$ cat config.mk
export PLATFORM = sky130hd
export DESIGN_NAME = rename_ctrl
export DESIGN_NICKNAME = d
export VERILOG_FILES = /design/src/rtl/rv32i_types.sv /design/src/rtl/rename_free_list.sv /design/src/rtl/rename_ctrl.sv
export SDC_FILE = /design/constraint.sdc
export NUM_CORES = 1
export LEC_CHECK = 0
export CAP_MARGIN = 0
export CORE_AREA = 2 2 170 172
export CTS_CLUSTER_DIAMETER = 40
export DETAILED_ROUTE_END_ITERATION = 6
export DIE_AREA = 0 0 172 174
export PLACE_DENSITY = 0.67
export SKIP_LAST_GASP = 1
export SYNTH_ARGS = -nofsm -noshare
export SYNTH_HDL_FRONTEND = slang
export SYNTH_SLANG_ARGS = --single-unit
$ cat constraint.sdc
create_clock -name clk -period 6.7 [get_ports clk]
set_input_delay 1.34 -clock clk [delete_from_list [all_inputs] [get_ports clk]]
set_output_delay 1.34 -clock clk [all_outputs]
set_load 0.05 [all_outputs]
$ cat src/rtl/rv32i_types.sv
// rtl/rv32i_types.sv - shared rename-stage types and free-list sizing helpers
package rv32i_types;

    // Free-list pointers carry one extra wrap bit to tell full from empty.
    function automatic int fl_depth(input int phys_bits, input int arch_bits);
        return (1 << phys_bits) - (1 << arch_bits);
    endfunction

    function automatic int fl_ptr(input int phys_bits, input int arch_bits);
        return $clog2(fl_depth(phys_bits, arch_bits)) + 1;
    endfunction

    typedef enum logic {
        RUN     = 1'b0,
        RECOVER = 1'b1
    } rename_state_e;

endpackage

$ cat src/rtl/rename_free_list.sv
// rtl/rename_free_list.sv - circular physical-register free list with multi-pop, multi-push and flush restore
module rename_free_list
    import rv32i_types::*;
#(
    parameter int PHYS_BITS = 6,
    parameter int ARCH_BITS = 5,
    parameter int NSIZE     = 2,
    localparam int FL_DEPTH = fl_depth(PHYS_BITS, ARCH_BITS),
    localparam int FL_PTR   = fl_ptr(PHYS_BITS, ARCH_BITS)
) (
    input  logic                             clk,
    input  logic                             rst,
    input  logic [NSIZE-1:0]                 take,
    input  logic                             alloc,
    output logic [NSIZE-1:0][PHYS_BITS-1:0]  pop_pd,
    input  logic [NSIZE-1:0]                 push,
    input  logic [NSIZE-1:0][PHYS_BITS-1:0]  push_pd,
    input  logic                             restore,
    output logic [FL_PTR-1:0]                count
);

    localparam int IDX_W      = FL_PTR - 1;
    localparam int ARCH_COUNT = 1 << ARCH_BITS;

    logic [PHYS_BITS-1:0] mem [FL_DEPTH];
    logic [FL_PTR-1:0]    head;
    logic [FL_PTR-1:0]    tail;
    logic [FL_PTR-1:0]    rhead;
    logic [FL_PTR-1:0]    ntake;
    logic [FL_PTR-1:0]    npush;
    logic [FL_PTR-1:0]    rd_ptr;
    logic [FL_PTR-1:0]    wr_ptr;
    logic [IDX_W-1:0]     rd_idx [NSIZE];
    logic [IDX_W-1:0]     wr_idx [NSIZE];

    // Slot i reads/writes at the pointer plus the number of active earlier slots.
    always_comb begin
        ntake  = '0;
        npush  = '0;
        rd_ptr = '0;
        wr_ptr = '0;
        for (int i = 0; i < NSIZE; i++) begin
            rd_ptr    = head + ntake;
            wr_ptr    = tail + npush;
            rd_idx[i] = rd_ptr[IDX_W-1:0];
            wr_idx[i] = wr_ptr[IDX_W-1:0];
            ntake     = ntake + FL_PTR'(take[i]);
            npush     = npush + FL_PTR'(push[i]);
        end
    end

    always_comb begin
        for (int i = 0; i < NSIZE; i++) begin
            pop_pd[i] = mem[rd_idx[i]];
        end
    end

    assign count = tail - head;

    // Restore lands on the post-commit retire head: popped-but-unretired
    // entries are still in the array and become free again.
    always_ff @(posedge clk) begin
        if (rst) begin
            head  <= '0;
            rhead <= '0;
            tail  <= FL_PTR'(FL_DEPTH);
            for (int i = 0; i < FL_DEPTH; i++) begin
                mem[i] <= PHYS_BITS'(ARCH_COUNT + i);
            end
        end else begin
            for (int i = 0; i < NSIZE; i++) begin
                if (push[i]) begin
                    mem[wr_idx[i]] <= push_pd[i];
                end
            end
            tail  <= tail + npush;
            rhead <= rhead + npush;
            if (restore) begin
                head <= rhead + npush;
            end else if (alloc) begin
                head <= head + ntake;
            end
        end
    end

    free_list_overflow: assert property (@(posedge clk) disable iff (rst)
        int'(npush) <= FL_DEPTH - int'(count))
        else $error("free list overflow");

endmodule

$ cat src/rtl/rename_ctrl.sv
// rtl/rename_ctrl.sv - rename sequencer: need computation, dispatch handshake and flush recovery FSM
module rename_ctrl
    import rv32i_types::*;
#(
    parameter int PHYS_BITS   = 6,
    parameter int ARCH_BITS   = 5,
    parameter int NSIZE       = 2,
    parameter int FLUSH_STALL = 1,
    localparam int FL_PTR     = fl_ptr(PHYS_BITS, ARCH_BITS)
) (
    input  logic                             clk,
    input  logic                             rst,
    input  logic                             dec_valid,
    output logic                             dec_ready,
    input  logic [NSIZE-1:0]                 dec_slot_valid,
    input  logic [NSIZE-1:0]                 dec_regf_we,
    input  logic [NSIZE-1:0][ARCH_BITS-1:0]  dec_rd,
    input  logic                             disp_ready,
    output logic [NSIZE-1:0]                 alias_regf_we,
    output logic [NSIZE-1:0][ARCH_BITS-1:0]  alias_rd,
    output logic [NSIZE-1:0][PHYS_BITS-1:0]  alias_pd,
    output logic                             ren_fire,
    input  logic [NSIZE-1:0]                 commit_free,
    input  logic [NSIZE-1:0][PHYS_BITS-1:0]  commit_pd_old,
    input  logic                             rob_flush,
    output logic [FL_PTR-1:0]                fl_count
);

    localparam int CNT_W = $clog2(FLUSH_STALL + 1);

    rename_state_e                 state;
    rename_state_e                 state_next;
    logic [CNT_W-1:0]              cnt;
    logic [CNT_W-1:0]              cnt_next;
    logic [NSIZE-1:0]              needs;
    logic [FL_PTR-1:0]             need;
    logic                          fire;
    logic [NSIZE-1:0][PHYS_BITS-1:0] pop_pd;

    // x0 is hardwired, so writes to it never consume a physical register.
    always_comb begin
        need = '0;
        for (int i = 0; i < NSIZE; i++) begin
            needs[i] = dec_slot_valid[i] & dec_regf_we[i] & (dec_rd[i] != '0);
            need     = need + FL_PTR'(needs[i]);
        end
    end

    assign dec_ready = !rst && (state == RUN) && disp_ready && (fl_count >= need) && !rob_flush;
    assign fire      = dec_valid & dec_ready;
    assign ren_fire  = fire;

    always_comb begin
        for (int i = 0; i < NSIZE; i++) begin
            alias_regf_we[i] = fire & needs[i];
            alias_rd[i]      = fire ? dec_rd[i] : '0;
            alias_pd[i]      = (fire & needs[i]) ? pop_pd[i] : '0;
        end
    end

    always_ff @(posedge clk) begin
        if (rst) begin
            state <= RUN;
            cnt   <= '0;
        end else begin
            state <= state_next;
            cnt   <= cnt_next;
        end
    end

    // A flush during recovery restarts the window while the alias table reloads.
    always_comb begin
        state_next = state;
        cnt_next   = cnt;
        case (state)
            RUN: begin
                if (rob_flush) begin
                    state_next = RECOVER;
                    cnt_next   = CNT_W'(FLUSH_STALL);
                end
            end
            RECOVER: begin
                if (rob_flush) begin
                    cnt_next = CNT_W'(FLUSH_STALL);
                end else if (cnt == CNT_W'(1)) begin
                    state_next = RUN;
                    cnt_next   = '0;
                end else begin
                    cnt_next = cnt - CNT_W'(1);
                end
            end
            default: begin
                state_next = RUN;
                cnt_next   = '0;
            end
        endcase
    end

    rename_free_list #(
        .PHYS_BITS (PHYS_BITS),
        .ARCH_BITS (ARCH_BITS),
        .NSIZE     (NSIZE)
    ) u_free_list (
        .clk     (clk),
        .rst     (rst),
        .take    (needs),
        .alloc   (fire),
        .pop_pd  (pop_pd),
        .push    (commit_free),
        .push_pd (commit_pd_old),
        .restore (rob_flush),
        .count   (fl_count)
    );

endmodule

Yosys cells after proc, flatten, opt, wreduce, memory -nomap -nowiden. Memories as Yosys holds them, arrays and structs flattened. A register that Yosys moved wholly into a read port is not among the register bits. Index checks and enable logic that the tools add are counted.

Register bits: 20. Bits in writable memories: 192. Bits of input ports: 33. Output and inout bits: 32. Word-level logic and storage cells: 66. Memories: 1.

Add/subtract/negate cells: 9. Magnitude comparators: 1. Equal/unequal tests: 1. Multiplexer cells: 30. Bitwise logic cells: 8. Reductions and logical operators: 11.

Memory list: u_free_list.mem (words 32, width 6, rd ports 2, clocked after Yosys merged registers in 1, write ports 32, RTL line rename_free_list.sv:25) `logic [PHYS_BITS-1:0] mem [FL_DEPTH];`.

Operators with widths (count): 6-bit two-way mux (6); 5-bit two-way mux (6); 1-bit two-way mux (16); 6-bit by 2-bit adder with 6-bit output (2); 6-bit OR reduction (2); 5-bit by 1-bit adder with 5-bit output (2); 5-bit nonzero test (2); 1-bit AND (7); 6-bit adder (1); 6-bit >= comparator (1); 6-bit subtractor (1); 1-bit by 1-bit adder with 2-bit output (2); 1-bit logical AND (4); 1-bit case mux with 2 select lines (2); 1-bit logical NOT (2); 2-bit inequality test (second input constant) (1); 2-bit nonzero test (1); 1-bit NOT (1); 1-bit subtractor (second input constant) (1).

Logic depth before layout (Yosys ltp). Gate-level depths: netlist of run 1.

Depth after elaboration: 11. Gate-level depth with buffers: 13. Mapped depth without buffers: 11.

By module. Synthesis of run 1 repeated with hierarchy kept, for this count alone.

Cells, all modules: 1287. Area, all modules: 14361.3 µm².

By module, submodules not included: rename_free_list (instances 1, cells an instance 1227, area an instance 13888.3 µm², seq. area each 6226.0 µm²); rename_ctrl (instances 1, cells an instance 60, area an instance 473.0 µm², seq. area each 40.0 µm²).

Least setup slack after synthesis of run 1. No wires, ideal clock.

Kind: input to output. Start: in dec_rd[1] (netlist name). End: out alias_pd[10] (netlist name). Arrival: 5.146 ns. Data required time: 5.360 ns. Setup slack: 0.214 ns. Stages: 11. Path buffers: 2. Cell sequence: or4_1 -> o211ai_1 -> inv_1 -> ha_1 -> ha_1 -> clkbuf_1 -> clkbuf_1 -> mux4_2 -> mux4_2 -> mux2i_1 -> nor3_1.

RTL lines: start, declared (RTL line rename_ctrl.sv:17) `input logic [NSIZE-1:0][ARCH_BITS-1:0] dec_rd,`; end, declared (RTL line rename_ctrl.sv:21) `output logic [NSIZE-1:0][PHYS_BITS-1:0] alias_pd,`.

==> flow_summary_export.csv, run 1 <==
group,metric,value,unit
worst_setup_path,required,5360,ps
routing,drt_wl_total,47.12,mm
sta,layout_setup_ws,345.9,ps
placed_design,routabilityCongestion,0.9779,
synth,synth_area,13820,um^2
grt,grt_use_met2,47.00,%
sta,finalSetupViolations,0,
sta,clock_skew,29.93,ps
worst_setup_path,critPathMaxFanout,24,
grt,busiest_layer,"met2",
worst_setup_path,rr_worst_depth,4,
worst_setup_path,crit_chain,"clkdlybuf4s50_1 > or4_1 > o211ai_1 > inv_1 > ha_4 > buf_12 > mux4_2 > mux4_2 > mux2i_1 > nor3_1 > buf_4",
worst_setup_path,rr_startpoint,"u_free_list.tail[2]",
sta,worst_pin_slew,1144,ps
pwr,ir_drop,0.2150,mV
floorplan,ioPinCount,65,
sta,min_period,6354,ps
synth,ys_ff_latch,217,
sta,fmax,157.4,MHz
worst_setup_path,startpoint_type,"input pin",
run,maxCapViolations,0,
synth,seq_area_frac_synth,45.34,%
routing,wl_per_cell,27.90,um
worst_hold_path,min_path_cells,3,
cells_and_area,final_common_cell,"edfxtp_1",
worst_setup_path,slowest_stage,"mux4_2",
routing,firstDrtPassIters,5,
floorplan,dieHeight,174,um
worst_setup_path,max_stage_delay,570,ps
cts,numCtsBuffers,39,
sta,slew_viol_final,0,
cts,cts_root_buf,"clkbuf_16",
floorplan,initial_core_util,48.95,%
cells_and_area,syn2layout_area_growth,15.27,%
grt,use_met3,8.584,%
sta,hold_viol,0,
floorplan,die_area,29930,um^2
grt,antenna_found_initial,0,
routing,drtIter0Drc,1803,
floorplan,coreArea,28240,um^2
worst_hold_path,hp-class,"flip-flop to flip-flop",
worst_setup_path,rrSetupSlack,3350,ps
worst_hold_path,holdCritStartpoint,"cnt",
synth,synth_edf_count,192,
cts,cts_tree,"yes",
cts,cts_max_level,2,
worst_hold_path,min_to,"state",
cts,clockBufferDepth,3,
synth,async_flop_share,0,%
synth,synthCells,1255,
synth,synth.distinct_cells,56,
cts,ctsResizeCount,0,
sta,relSlewSlack,23.48,%
cts,hold_buffers,0,
cells_and_area,drive_above_1_share,19.10,%
routing,vias,11560,
floorplan,die-width,172,um
placed_design,dp_hpwl,31.81,mm
grt,grt_max_degree,49,
cts,cts.sinks,217,
floorplan,rows,62,
cts,clkLatencyLatePin,520,ps
grt,grt_pass1_vias,10900,
synth,yosys_most_used_dff,"edfxtp_1",
cts,post-cts-setup-buffers,0,
status,outcome,"completed",
sta,timing.final.crit_share,94.84,%
worst_setup_path,worstPathArrival,5010,ps
worst_setup_path,path_class,"input pin to primary output",
routing,drc_errors,0,
placed_design,dpl_worst_slack,397.9,ps
cells_and_area,finalNetCount,1331,
synth,syn_avg_cell_area,11.01,um^2
cts,path_clk_slew,50,ps
placed_design,port_buffers,64,
sta,setup_tns,0,ps
pwr,powerDensity,269.8,nW/um^2
worst_setup_path,end_kind,"primary output",
sta,rsz0062_at_grt,"false",
synth,synthesis.nets,1311,
grt,overflow,0,
grt,use_met1,43.72,%
grt,grt.total_usage,31.85,%
routing,avgViaCountPerCell,6.841,
worst_setup_path,r2r-end,"u_free_list.mem[20][0]",
worst_setup_path,crit_top_cell,"mux4_2",
cells_and_area,fillers,2370,
synth,ys_warn_count,0,
routing,postRouteAntennaNets,0,
cells_and_area,final_cell_mix,"edfxtp_1 (192), nor2_1 (163), mux4_2 (114)",
pwr,leakage,5.127,nW
grt,grt_pass1_wl,69.52,mm
## area by class of cell
type,count,area (um^2),area share [%]
Antenna cell,1,2.502,0.01571
Clock buffer,42,987.2,6.197
Clock inverter,28,274.0,1.720
Inverter,34,127.6,0.8011
Multi-Input combinational cell,894,7003,43.96
Sequential cell,217,6271,39.36
Tap cell,384,480.5,3.016
Timing Repair Buffer,89,785.8,4.932
## cell usage after synthesis (8+ instances only)
master | n | share of area, %
and3_1 | 9 | 0.41
xor2_1 | 8 | 0.51
and2_1 | 17 | 0.77
nor2b_1 | 14 | 0.63
nand2_1 | 103 | 2.8
clkbuf_1 | 81 | 2.2
dfxtp_1 | 25 | 3.6
o31ai_1 | 25 | 1.4
nand3_1 | 55 | 2.0
ha_1 | 19 | 1.7
nor2_1 | 163 | 4.4
o211ai_1 | 10 | 0.54
a31oi_1 | 37 | 1.7
nor3_1 | 57 | 2.1
mux2i_1 | 37 | 2.7
a21oi_1 | 79 | 2.9
o21ai_0 | 55 | 2.0
buf_2 | 22 | 0.80
a211oi_1 | 14 | 0.76
mux4_2 | 114 | 19
or3_1 | 13 | 0.59
edfxtp_1 | 192 | 42
inv_1 | 30 | 0.81
nand3b_1 | 8 | 0.43
## worst max-delay path: cells and delay by family
kind	cells	cell delay (ps)
simple gates	2	610
buf+inv	4	1020
mux	3	1310
fa+ha+maj	1	510
compound gates	1	220
## state kept, by name, summed over array words and instances (netlist names), named ones only
signal / cells
u_free_list.mem: 192
cnt: 1
u_free_list.tail: 6
u_free_list.head: 6
u_free_list.rhead: 6
state: 1
## worst max path at each step
stage | startpoint | endpoint
5_1_grt | dec_rd[6] | alias_pd[2]
2_1_floorplan | dec_rd[1] | alias_pd[10]
6_report | dec_rd[1] | alias_pd[7]
3_5_place_dp | dec_rd[1] | alias_pd[7]
4_1_cts | dec_rd[1] | alias_pd[7]
3_3_place_gp | dec_rd[1] | alias_pd[7]
## per-stage QoR
| stage | instances | power, W | utilization [%] | hold slack (ps) | area [um^2] |
|---|---|---|---|---|---|
| global route | 1688 | 0.004405 | 56.41 | 566.5 | 15930 |
| global placement | 1618 | 0.002359 | 51.95 | 503.0 | 14670 |
| finish | 1689 | 0.004298 | 56.42 | 521.1 | 15930 |
| floorplan | 1255 | 0.002114 | - | 486.1 | 13820 |
| CTS | 1688 | 0.004288 | 56.41 | 528.1 | 15930 |
| detailed placement | 1618 | 0.002373 | 51.95 | 515.4 | 14670 |
## report_power, final
group | switching, W | internal, W | total, W | leakage (nW)
sequential | 0.0000682 | 0.00152 | 0.00159 | 1.81
combinational | 0.000462 | 0.000320 | 0.000783 | 2.71
clock | 0.000728 | 0.00120 | 0.00193 | 0.612
## cells by family (layout without fill, tap and decap cells)
logic type | Yosys count | count (layout) | share of synthesized area (%)
muxes | 151 | 151 | 21.26
adders and majority gates | 23 | 23 | 2.300
and+or+nand+nor | 463 | 463 | 15.33
xor gates and xnor gates | 14 | 14 | 0.8872
buffers and inverters | 144 | 193 | 4.192
AOI/OAI and AO/OA | 243 | 243 | 10.70
other | 0 | 1 | 0
DFF | 217 | 217 | 45.34
## metal layers
| layer | vias up | share of wire, % |
|---|---|---|
| li1 | 4870 | - |
| met3 | 177 | 15 |
| met2 | 1024 | 45 |
| met4 | 0 | 5.4 |
| met5 | - | 0 |
| met1 | 5484 | 35 |
(Power assumes the default switching activity.)
==> run 2: changes to the inputs <==
--- a/config.mk
+++ b/config.mk
@@ -5,6 +5,7 @@
 export SDC_FILE = /design/constraint.sdc
 export NUM_CORES = 1
 export LEC_CHECK = 0
+export ABC_CLOCK_PERIOD_IN_PS = 6700
 export CAP_MARGIN = 0
 export CORE_AREA = 2 2 170 172
 export CTS_CLUSTER_DIAMETER = 40
==> results of run 2 <==
Final layout, timing and power as in run 1 (identical DEF).
